[config.mk]
export PLATFORM = sky130hd
export DESIGN_NAME = i2c_slave_ctrl
export DESIGN_NICKNAME = d
export VERILOG_FILES = /design/src/rtl/i2c_slave_pkg.sv /design/src/rtl/i2c_line_sync.sv /design/src/rtl/i2c_slave_ctrl.sv
export SDC_FILE = /design/constraint.sdc
export NUM_CORES = 1
export LEC_CHECK = 0
export ABC_AREA = 1
export CAP_MARGIN = 20
export CORE_MARGIN = 8
export CORE_UTILIZATION = 45
export CTS_CLUSTER_SIZE = 25
export DETAILED_ROUTE_END_ITERATION = 16
export GPL_TIMING_DRIVEN = 0
export PLACE_DENSITY = 0.71
export SLEW_MARGIN = 40
export SYNTH_ARGS = -nofsm -noshare
export SYNTH_HDL_FRONTEND = slang
export SYNTH_HIERARCHICAL = 1
export SYNTH_SLANG_ARGS = --single-unit
[constraint.sdc]
create_clock -name wb_clk_i -period 2.2 [get_ports wb_clk_i]
set_input_delay 0.44 -clock wb_clk_i [delete_from_list [all_inputs] [get_ports wb_clk_i]]
set_output_delay 0.44 -clock wb_clk_i [all_outputs]
set_load 0.03 [all_outputs]
[src/rtl/i2c_slave_pkg.sv]
// Shared types and bus constants for the I2C slave responder.
package i2c_slave_pkg;

    typedef enum logic [2:0] {
        IDLE,
        ADDR,
        ADDR_ACK,
        WR_DATA,
        WR_ACK,
        RD_DATA,
        RD_ACK,
        IGNORE
    } i2c_slv_state_e;

    localparam logic I2C_ACK     = 1'b0;
    localparam logic I2C_NACK    = 1'b1;
    localparam logic I2C_RW_READ = 1'b1;

endpackage

[src/rtl/i2c_line_sync.sv]
// Pad synchronizers, one-cycle history and START/STOP/SCL edge detection.
module i2c_line_sync (
    input  logic wb_clk_i,
    input  logic wb_rst_i,
    input  logic scl_pad_i,
    input  logic sda_pad_i,
    output logic scl_s,
    output logic sda_s,
    output logic scl_rise,
    output logic scl_fall,
    output logic start_det,
    output logic stop_det
);

    logic [1:0] scl_sync;
    logic [1:0] sda_sync;
    logic       scl_d;
    logic       sda_d;

    // Idle bus level is high, so reset the chain to 1 to avoid phantom edges.
    always_ff @(posedge wb_clk_i) begin
        if (wb_rst_i) begin
            scl_sync <= '1;
            sda_sync <= '1;
            scl_d    <= 1'b1;
            sda_d    <= 1'b1;
        end else begin
            scl_sync <= {scl_sync[0], scl_pad_i};
            sda_sync <= {sda_sync[0], sda_pad_i};
            scl_d    <= scl_sync[1];
            sda_d    <= sda_sync[1];
        end
    end

    assign scl_s     = scl_sync[1];
    assign sda_s     = sda_sync[1];
    assign scl_rise  = scl_s & ~scl_d;
    assign scl_fall  = ~scl_s & scl_d;
    assign start_det = scl_s & scl_d & sda_d & ~sda_s;
    assign stop_det  = scl_s & scl_d & ~sda_d & sda_s;

endmodule

[src/rtl/i2c_slave_ctrl.sv]
// I2C slave with an auto-incrementing register bank and local write strobe.
module i2c_slave_ctrl
    import i2c_slave_pkg::*;
#(
    parameter logic [6:0]  SLV_ADDR  = 7'h50,
    parameter int unsigned REG_COUNT = 8,
    parameter int unsigned IDX_W     = $clog2(REG_COUNT)
) (
    input  logic             wb_clk_i,
    input  logic             wb_rst_i,
    input  logic             scl_pad_i,
    input  logic             sda_pad_i,
    output logic             scl_pad_o,
    output logic             scl_padoen_o,
    output logic             sda_pad_o,
    output logic             sda_padoen_o,
    output logic             busy_o,
    output logic             wr_stb_o,
    output logic [IDX_W-1:0] wr_idx_o,
    output logic [7:0]       wr_dat_o
);

    logic scl_s, sda_s, scl_rise, scl_fall, start_det, stop_det;

    i2c_line_sync u_line_sync (
        .wb_clk_i  (wb_clk_i),
        .wb_rst_i  (wb_rst_i),
        .scl_pad_i (scl_pad_i),
        .sda_pad_i (sda_pad_i),
        .scl_s     (scl_s),
        .sda_s     (sda_s),
        .scl_rise  (scl_rise),
        .scl_fall  (scl_fall),
        .start_det (start_det),
        .stop_det  (stop_det)
    );

    i2c_slv_state_e state, next_state;

    logic [7:0]       shreg;
    logic [2:0]       bit_cnt;
    logic             phase;
    logic             first;
    logic [IDX_W-1:0] ptr;
    logic [7:0]       regs [REG_COUNT];
    logic             sda_drive;
    logic [7:0]       rx_byte;

    assign rx_byte      = {shreg[6:0], sda_s};
    assign scl_pad_o    = 1'b0;
    assign scl_padoen_o = 1'b1;
    assign sda_pad_o    = 1'b0;

    always_ff @(posedge wb_clk_i) begin
        if (wb_rst_i) state <= IDLE;
        else          state <= next_state;
    end

    // phase: in ACK states, set once SDA is pulled; in RD_ACK, set once the master ACKed.
    always_comb begin
        next_state = state;
        if (stop_det) begin
            next_state = IDLE;
        end else if (start_det) begin
            next_state = ADDR;
        end else begin
            case (state)
                ADDR:     if (scl_rise && bit_cnt == 3'd7)
                              next_state = (rx_byte[7:1] == SLV_ADDR) ? ADDR_ACK : IGNORE;
                ADDR_ACK: if (scl_fall && phase)
                              next_state = (shreg[0] == I2C_RW_READ) ? RD_DATA : WR_DATA;
                WR_DATA:  if (scl_rise && bit_cnt == 3'd7) next_state = WR_ACK;
                WR_ACK:   if (scl_fall && phase) next_state = WR_DATA;
                RD_DATA:  if (scl_fall && bit_cnt == 3'd7) next_state = RD_ACK;
                // Re-entry to RD_DATA waits for SCL low so the next bit 7 never moves SDA under high SCL.
                RD_ACK: begin
                    if (scl_rise && scl_s && sda_s == I2C_NACK) next_state = IGNORE;
                    else if (scl_fall && phase)                 next_state = RD_DATA;
                end
                default: ;
            endcase
        end
    end

    always_comb begin
        sda_drive = 1'b0;
        busy_o    = 1'b0;
        case (state)
            ADDR_ACK, WR_ACK: begin
                sda_drive = phase;
                busy_o    = 1'b1;
            end
            RD_DATA: begin
                sda_drive = ~shreg[7];
                busy_o    = 1'b1;
            end
            WR_DATA, RD_ACK: busy_o = 1'b1;
            default: ;
        endcase
    end

    always_ff @(posedge wb_clk_i) begin
        if (wb_rst_i) begin
            shreg        <= '0;
            bit_cnt      <= '0;
            phase        <= 1'b0;
            first        <= 1'b0;
            ptr          <= '0;
            wr_stb_o     <= 1'b0;
            wr_idx_o     <= '0;
            wr_dat_o     <= '0;
            sda_padoen_o <= 1'b1;
            for (int unsigned i = 0; i < REG_COUNT; i++) regs[i] <= '0;
        end else begin
            wr_stb_o     <= 1'b0;
            sda_padoen_o <= ~sda_drive;
            case (state)
                ADDR: begin
                    if (scl_rise) begin
                        shreg   <= rx_byte;
                        bit_cnt <= bit_cnt + 3'd1;
                    end
                end
                WR_DATA: begin
                    if (scl_rise) begin
                        shreg   <= rx_byte;
                        bit_cnt <= bit_cnt + 3'd1;
                        if (bit_cnt == 3'd7) begin
                            if (first) begin
                                ptr   <= rx_byte[IDX_W-1:0];
                                first <= 1'b0;
                            end else begin
                                regs[ptr] <= rx_byte;
                                wr_stb_o  <= 1'b1;
                                wr_idx_o  <= ptr;
                                wr_dat_o  <= rx_byte;
                                ptr       <= ptr + IDX_W'(1);
                            end
                        end
                    end
                end
                ADDR_ACK, WR_ACK: if (scl_fall) phase <= 1'b1;
                RD_DATA: begin
                    if (scl_fall) begin
                        shreg   <= {shreg[6:0], 1'b0};
                        bit_cnt <= bit_cnt + 3'd1;
                    end
                end
                RD_ACK: begin
                    if (scl_rise && scl_s) begin
                        ptr   <= ptr + IDX_W'(1);
                        phase <= (sda_s == I2C_ACK);
                    end
                end
                default: ;
            endcase
            if (state == ADDR_ACK && next_state == WR_DATA) first <= 1'b1;
            if (state != RD_DATA && next_state == RD_DATA) shreg <= regs[ptr];
            if (start_det || stop_det || next_state != state) begin
                bit_cnt <= '0;
                phase   <= 1'b0;
            end
        end
    end

endmodule

# After elaboration in Yosys (flattened, before gate mapping)
# Memory sizes are Yosys's and may differ from the RTL's. A register that Yosys moved wholly into a read port is not among the register bits.
# Index checks and enable logic that the tools add are counted.
[word_totals] reg_bits=38 latch_bits=0 ramBits=64 mem_bits_ro=0 input_bits=4 out_inout_bits=17 elab_cells=124 n_memories=1
[mem_list] name="regs" depth=8 word_bits=8 rd=1 rd_clocked_by_memory_dff=1 write_ports=8 line="i2c_slave_ctrl.sv:45" text="logic [7:0] regs [REG_COUNT];"
[op_classes] addsub=2 mul=0 div_mod_pow=0 order_cmp=0 eq_ne=20 n_shift=0 n_mux=46 bitwise_logic=14 n_reduce_logical=27
[ops] cell="3-bit two-way mux" count=20
[ops] cell="8-bit two-way mux" count=4
[ops] cell="3-bit case mux with 6 select lines" count=1
[ops] cell="1-bit two-way mux" count=16
[ops] cell="8-bit case mux with 2 select lines" count=1
[ops] cell="3-bit equality test (second input constant)" count=5
[ops] cell="3-bit case mux with 2 select lines" count=2
[ops] cell="3-bit AND reduction" count=4
[ops] cell="2-bit nonzero test" count=6
[ops] cell="2-bit != test (second input constant)" count=5
[ops] cell="3-bit by 2-bit equality test with 1-bit output (second input constant)" count=3
[ops] cell="4-bit AND reduction" count=2
[ops] cell="8-bit OR reduction" count=1
[ops] cell="1-bit bitwise AND" count=7
[ops] cell="7-bit equality test (second input constant)" count=1
[ops] cell="1-bit logical AND" count=7
[ops] cell="1-bit NOT" count=7
[ops] cell="3-bit by 1-bit adder with 3-bit output (second input constant)" count=2
[ops] cell="3-bit != test (second input constant)" count=2
[ops] cell="2-bit OR reduction" count=3
[ops] cell="5-bit OR reduction" count=1
[ops] cell="1-bit case mux with 2 select lines" count=2
[ops] cell="3-bit by 1-bit equality test with 1-bit output (second input constant)" count=1
[ops] cell="3-bit by 1-bit != test with 1-bit output (second input constant)" count=1
[ops] cell="4 further kinds" count=5

# Longest topological paths before layout
[logic_depth] depth_word=12 depth_mapped=18 ltp_nobuf=17

# Modules after synthesis
# The synthesis kept the hierarchy.
[modules_own_cells] mod="i2c_slave_ctrl" instances=1 cells_each=536 area_each_um2=4659.5 seq_area_each_um2=2622.5
[modules_own_cells] mod="i2c_line_sync" instances=1 cells_each=24 area_each_um2=197.7 seq_area_each_um2=120.1

# Worst setup path after synthesis
# No wires, ideal clock.
[synth_timing] path_type="flip-flop to flip-flop" start="reg bit_cnt[0]" end="reg shreg[0]" setup_ns=0.113 arrival_time_ns=1.946 t_required_ns=2.087 slack_ns=0.141 path_stages_with_launch=18 n_path_buf=1 period_less_slack_ns=2.059 path_cell_list="dfxtp_1 ha_1 ha_1 nand2_1 nor2_1 nand2_1 nand2_1 nand2_1 nand2_1 nand3_2 nand2_1 nor2_4 nand2_4 nand2_2 nand2_4 buf_6 nor2_1 nor2_1"
[synth_between] elab_chain_len=10 word_cells_on_any_way=16 cone_classes="eq/ne: 4; mux: 7; reduce/logical: 5"
[synth_rtl] item="from (decl)" line="i2c_slave_ctrl.sv:41" text="logic [2:0] bit_cnt;"
[synth_rtl] item="from (signal assigned)" line="i2c_slave_ctrl.sv:121" text="bit_cnt <= bit_cnt + 3'd1;"
[synth_rtl] item="from (signal assigned)" line="i2c_slave_ctrl.sv:127" text="bit_cnt <= bit_cnt + 3'd1;"
[synth_rtl] item="from (signal assigned)" line="i2c_slave_ctrl.sv:146" text="bit_cnt <= bit_cnt + 3'd1;"
[synth_rtl] item="3-bit equality test *" line="i2c_slave_ctrl.sv:68, i2c_slave_ctrl.sv:72, i2c_slave_ctrl.sv:74"
[synth_rtl] item="1-bit logical AND, on equally long branches" line="i2c_slave_ctrl.sv:74, i2c_slave_ctrl.sv:68, i2c_slave_ctrl.sv:72"
[synth_rtl] item="3-bit two-way mux, on equally long branches" line="i2c_slave_ctrl.sv:74, i2c_slave_ctrl.sv:68, i2c_slave_ctrl.sv:72"
[synth_rtl] item="3-bit case mux with 6 select lines *" line="i2c_slave_ctrl.sv:67" text="case (state)"
[synth_rtl] item="3-bit two-way mux *" line="i2c_slave_ctrl.sv:64" text="end else if (start_det) begin"
[synth_rtl] item="3-bit two-way mux *" line="i2c_slave_ctrl.sv:62" text="if (stop_det) begin"
[synth_rtl] item="3-bit equality test *" line="i2c_slave_ctrl.sv:158" text="if (state != RD_DATA && next_state == RD_DATA) shreg <= regs[ptr];"
[synth_rtl] item="1-bit logical AND *" line="i2c_slave_ctrl.sv:158"
[synth_rtl] item="3-bit != test (no line), or another cell as far along"
[synth_rtl] item="3-bit AND reduction (no line)"
[synth_rtl] item="to (signal assigned)" line="i2c_slave_ctrl.sv:126" text="shreg <= rx_byte;"
[synth_rtl] item="to (signal assigned)" line="i2c_slave_ctrl.sv:145" text="shreg <= {shreg[6:0], 1'b0};"
[synth_rtl] item="to (signal assigned)" line="i2c_slave_ctrl.sv:158"
[synth_rtl] item="to (decl)" line="i2c_slave_ctrl.sv:40" text="logic [7:0] shreg;"
# Mark *: on every way between the ends. The rest lies on a longest branch, timed or not.
# A chain may end at the register's enable or synchronous reset.

==> flow_summary.yaml <==
synth:
  ys.warnings.count: 6
  synth_top_area_share_pct: 39.6
  synth.largest_area_cell: "edfxtp_1"
  syn_inst: 560
  synth-edff-count: 64
  synth.cell_area_sq_um: 4860
  syn_area_per_cell_sq_um: 8.67
  ys_seq_elements: 105
  synthTopCellsByArea: "edfxtp_1, dfxtp_1, nand2_1"
  yosysSeqAreaShare_pct: 56.5
  synth.distinct_cells: 37
  ys_async_sr_fraction_pct: 0
  synth_ff_type: "edfxtp_1"
critical_path:
  cp-end-kind: "flop"
  crit_fanout: 10
  cp.arrival_ps: 2190
  crit_path_start: "wb_rst_i"
  r2r-start: "bit_cnt[0]"
  critPathLaunchType: "input port"
  critical_path_class: "in2reg"
  cp.required_ps: 2300
outcome:
  outcome: "complete, no violations"
route:
  ant_nets: 0
  drt_iter0_markers: 400
  finalWirelength_mm: 12.4
  vias: 3970
  drtPass1Iterations: 5
  viasPerCell: 5.37
  wl_per_cell_um: 16.8
  drc: 0
global_routing:
  overflow: 0
  grt_pass1_wl_mm: 20.1
  antenna_found_initial: 0
  track_usage_pct: 17.9
  grt_max_degree: 18
  grt_pass1_vias: 3914
clock_network:
  ctsLongestPathBuffers: 2
  numClockSinks: 105
  cts.root.buffer_cell: "clkbuf_8"
  numCtsBuffers: 9
  clkLatencyLatePin_ps: 370
  cts_tree: "yes"
  cts.htree.levels: 3
  ctsHoldBuffers: 0
  path_clk_slew_ps: 110
sta:
  setup_viol: 0
  fin_crit_ps: 2090
  rsz0062_at_grt: "no"
  setup_tns_ps: 0
  fin_skew_ps: 14.2
  max_freq_ghz: 0.478
  hold_viol_final: 0
  whs_ps: 419
  relSlewSlack_pct: 52.0
  tightest_slew_ps: 720
  finalCritPeriodShare_pct: 95.1
  slew_viol_final: 0
  fin_ws_ps: 108
pwr:
  p_clk_share_pct: 32.2
  p_switching_uw: 903
  p_sw_share_pct: 25.0
  p_total_uw: 3610
  power.share.combinational_pct: 7.5
  p_per_area_nw_per_um2: 645
  seqPwrFrac_pct: 60.3
  max-vdd-ir-drop_v: 0.000313
  p_int_uw: 2710
  p_leak_uw: 0.00223
final_layout:
  syn_to_final_growth_pct: 15.3
  num-fill-cells: 998
  fin_cells: 739
  drive_gt1_share_pct: 16.5
  diodes: 0
  mostFrequentLayoutCell: "nor2_1"
  final_cell_mix: "nor2_1, nand2_1, edfxtp_1"
  nets: 601
place:
  dp_hpwl_mm: 8.94
  numPortBuffers: 17
  routabilityCongestion: 0.934
  dp_slack_ps: -473
  dp_cells: 718
hold_path:
  hp-start: "u_line_sync/scl_sync[0]"
  hold_class: "reg2reg"
die:
  die_area_sq_um: 14400
  fp.dieW_um: 120
  row_count: 38
  core_sq_um: 10700
  initial_core_util_pct: 45.4
  die_y_um: 120
  io_pins: 21
run:
  drv_cap: 0
## sequential cells by signal (all words and copies together), names as in the netlist, named ones only
signal / flops
regs: 64
u_line_sync/sda_d: 1
u_line_sync/scl_d: 1
sda_padoen_o: 1
u_line_sync/scl_sync: 2
wr_idx_o: 3
first: 1
shreg: 8
bit_cnt: 3
wr_stb_o: 1
wr_dat_o: 8
phase: 1
ptr: 3
state: 3
u_line_sync/sda_sync: 2
## metrics by stage
| stage | util (%) | cell area (sq um) |
|---|---|---|
| after floorplan | - | 4860 |
| after global placement | 48.7 | 5210 |
| after detailed placement | 48.7 | 5210 |
| after CTS | 51.6 | 5520 |
| after global routing | 52.3 | 5600 |
| final | 52.3 | 5600 |
## synth_stat cells, types with 2 or more instances
cell type,n
nand3_1,18
clkinv_1,4
nor2_2,3
inv_1,31
nor3_1,7
a31oi_1,3
clkbuf_1,17
nor2_4,3
nand2_1,120
ha_1,3
o21ai_0,42
nor2_1,120
nand2_2,7
inv_2,4
conb_1,2
or2_1,4
a21oi_1,25
nand2_4,3
a32o_1,8
nand3_2,4
buf_4,4
edfxtp_1,64
o22ai_1,8
buf_6,2
dfxtp_1,41
buf_2,2
## repair_timing
action	CTS	global route
buffers inserted	3	2
resized for setup	35	22
setup endpoints to repair	91	65
cloned	0	0
pin swaps	3	3
## area by class of cell
| type | count | area (sq um) | area share [%] |
|---|---|---|---|
| multi-input cells | 391 | 2010 | 35.9 |
| clock inverters | 7 | 57.6 | 1.03 |
| flip-flops and latches | 105 | 2750 | 49.1 |
| plain buffers | 25 | 126 | 2.26 |
| clock buffers | 9 | 124 | 2.21 |
| inverters | 40 | 151 | 2.70 |
| repair buffers | 22 | 208 | 3.71 |
| well taps | 140 | 175 | 3.13 |
## metal layers
metal | GRT usage [%] | vias up | routed length, um
met1 | 22.2 | 1869 | 5230
met4 | 6.48 | 0 | 275
met3 | 3.66 | 25 | 826
met5 | 0 | - | 0
met2 | 30.2 | 152 | 6100
li1 | - | 1924 | -
## power by group through the flow
stage	Sequential, uW	Combinational (uW)	Clock, uW
after CTS	2180	264	1170
after detailed placement	2220	250	0
after global placement	2220	247	0
after global routing	2190	297	1240
final	2180	271	1160
after floorplan	2210	185	0
## critical path, cell delays in order
cell and delay (ps):
clkdlybuf4s50_1 730, clkbuf_1 470, nor3_2 130, nand2_2 220, nand2_2 190
## kinds of logic (layout without fill, tap and decap cells)
family | count (synthesis) | after routing | share of synthesized area [%]
xor gates and xnor gates | 1 | 1 | 0.180
buffers and inverters | 65 | 103 | 5.72
AOI/OAI and AO/OA | 92 | 92 | 11.1
and+or+nand+nor | 292 | 292 | 25.6
DFF | 105 | 105 | 56.5
adders and majority gates | 3 | 3 | 0.773
other | 2 | 3 | 0.155
## path summary, 6_finish.rpt
check,end,slack (ps),cells after the start
setup reg to reg,shreg[1],110,16
hold / removal,u_line_sync/scl_sync[1],420,1
setup / recovery,regs[3][2],110,5
hold reg to reg,u_line_sync/scl_sync[1],420,1
(Power assumes the default switching activity.)
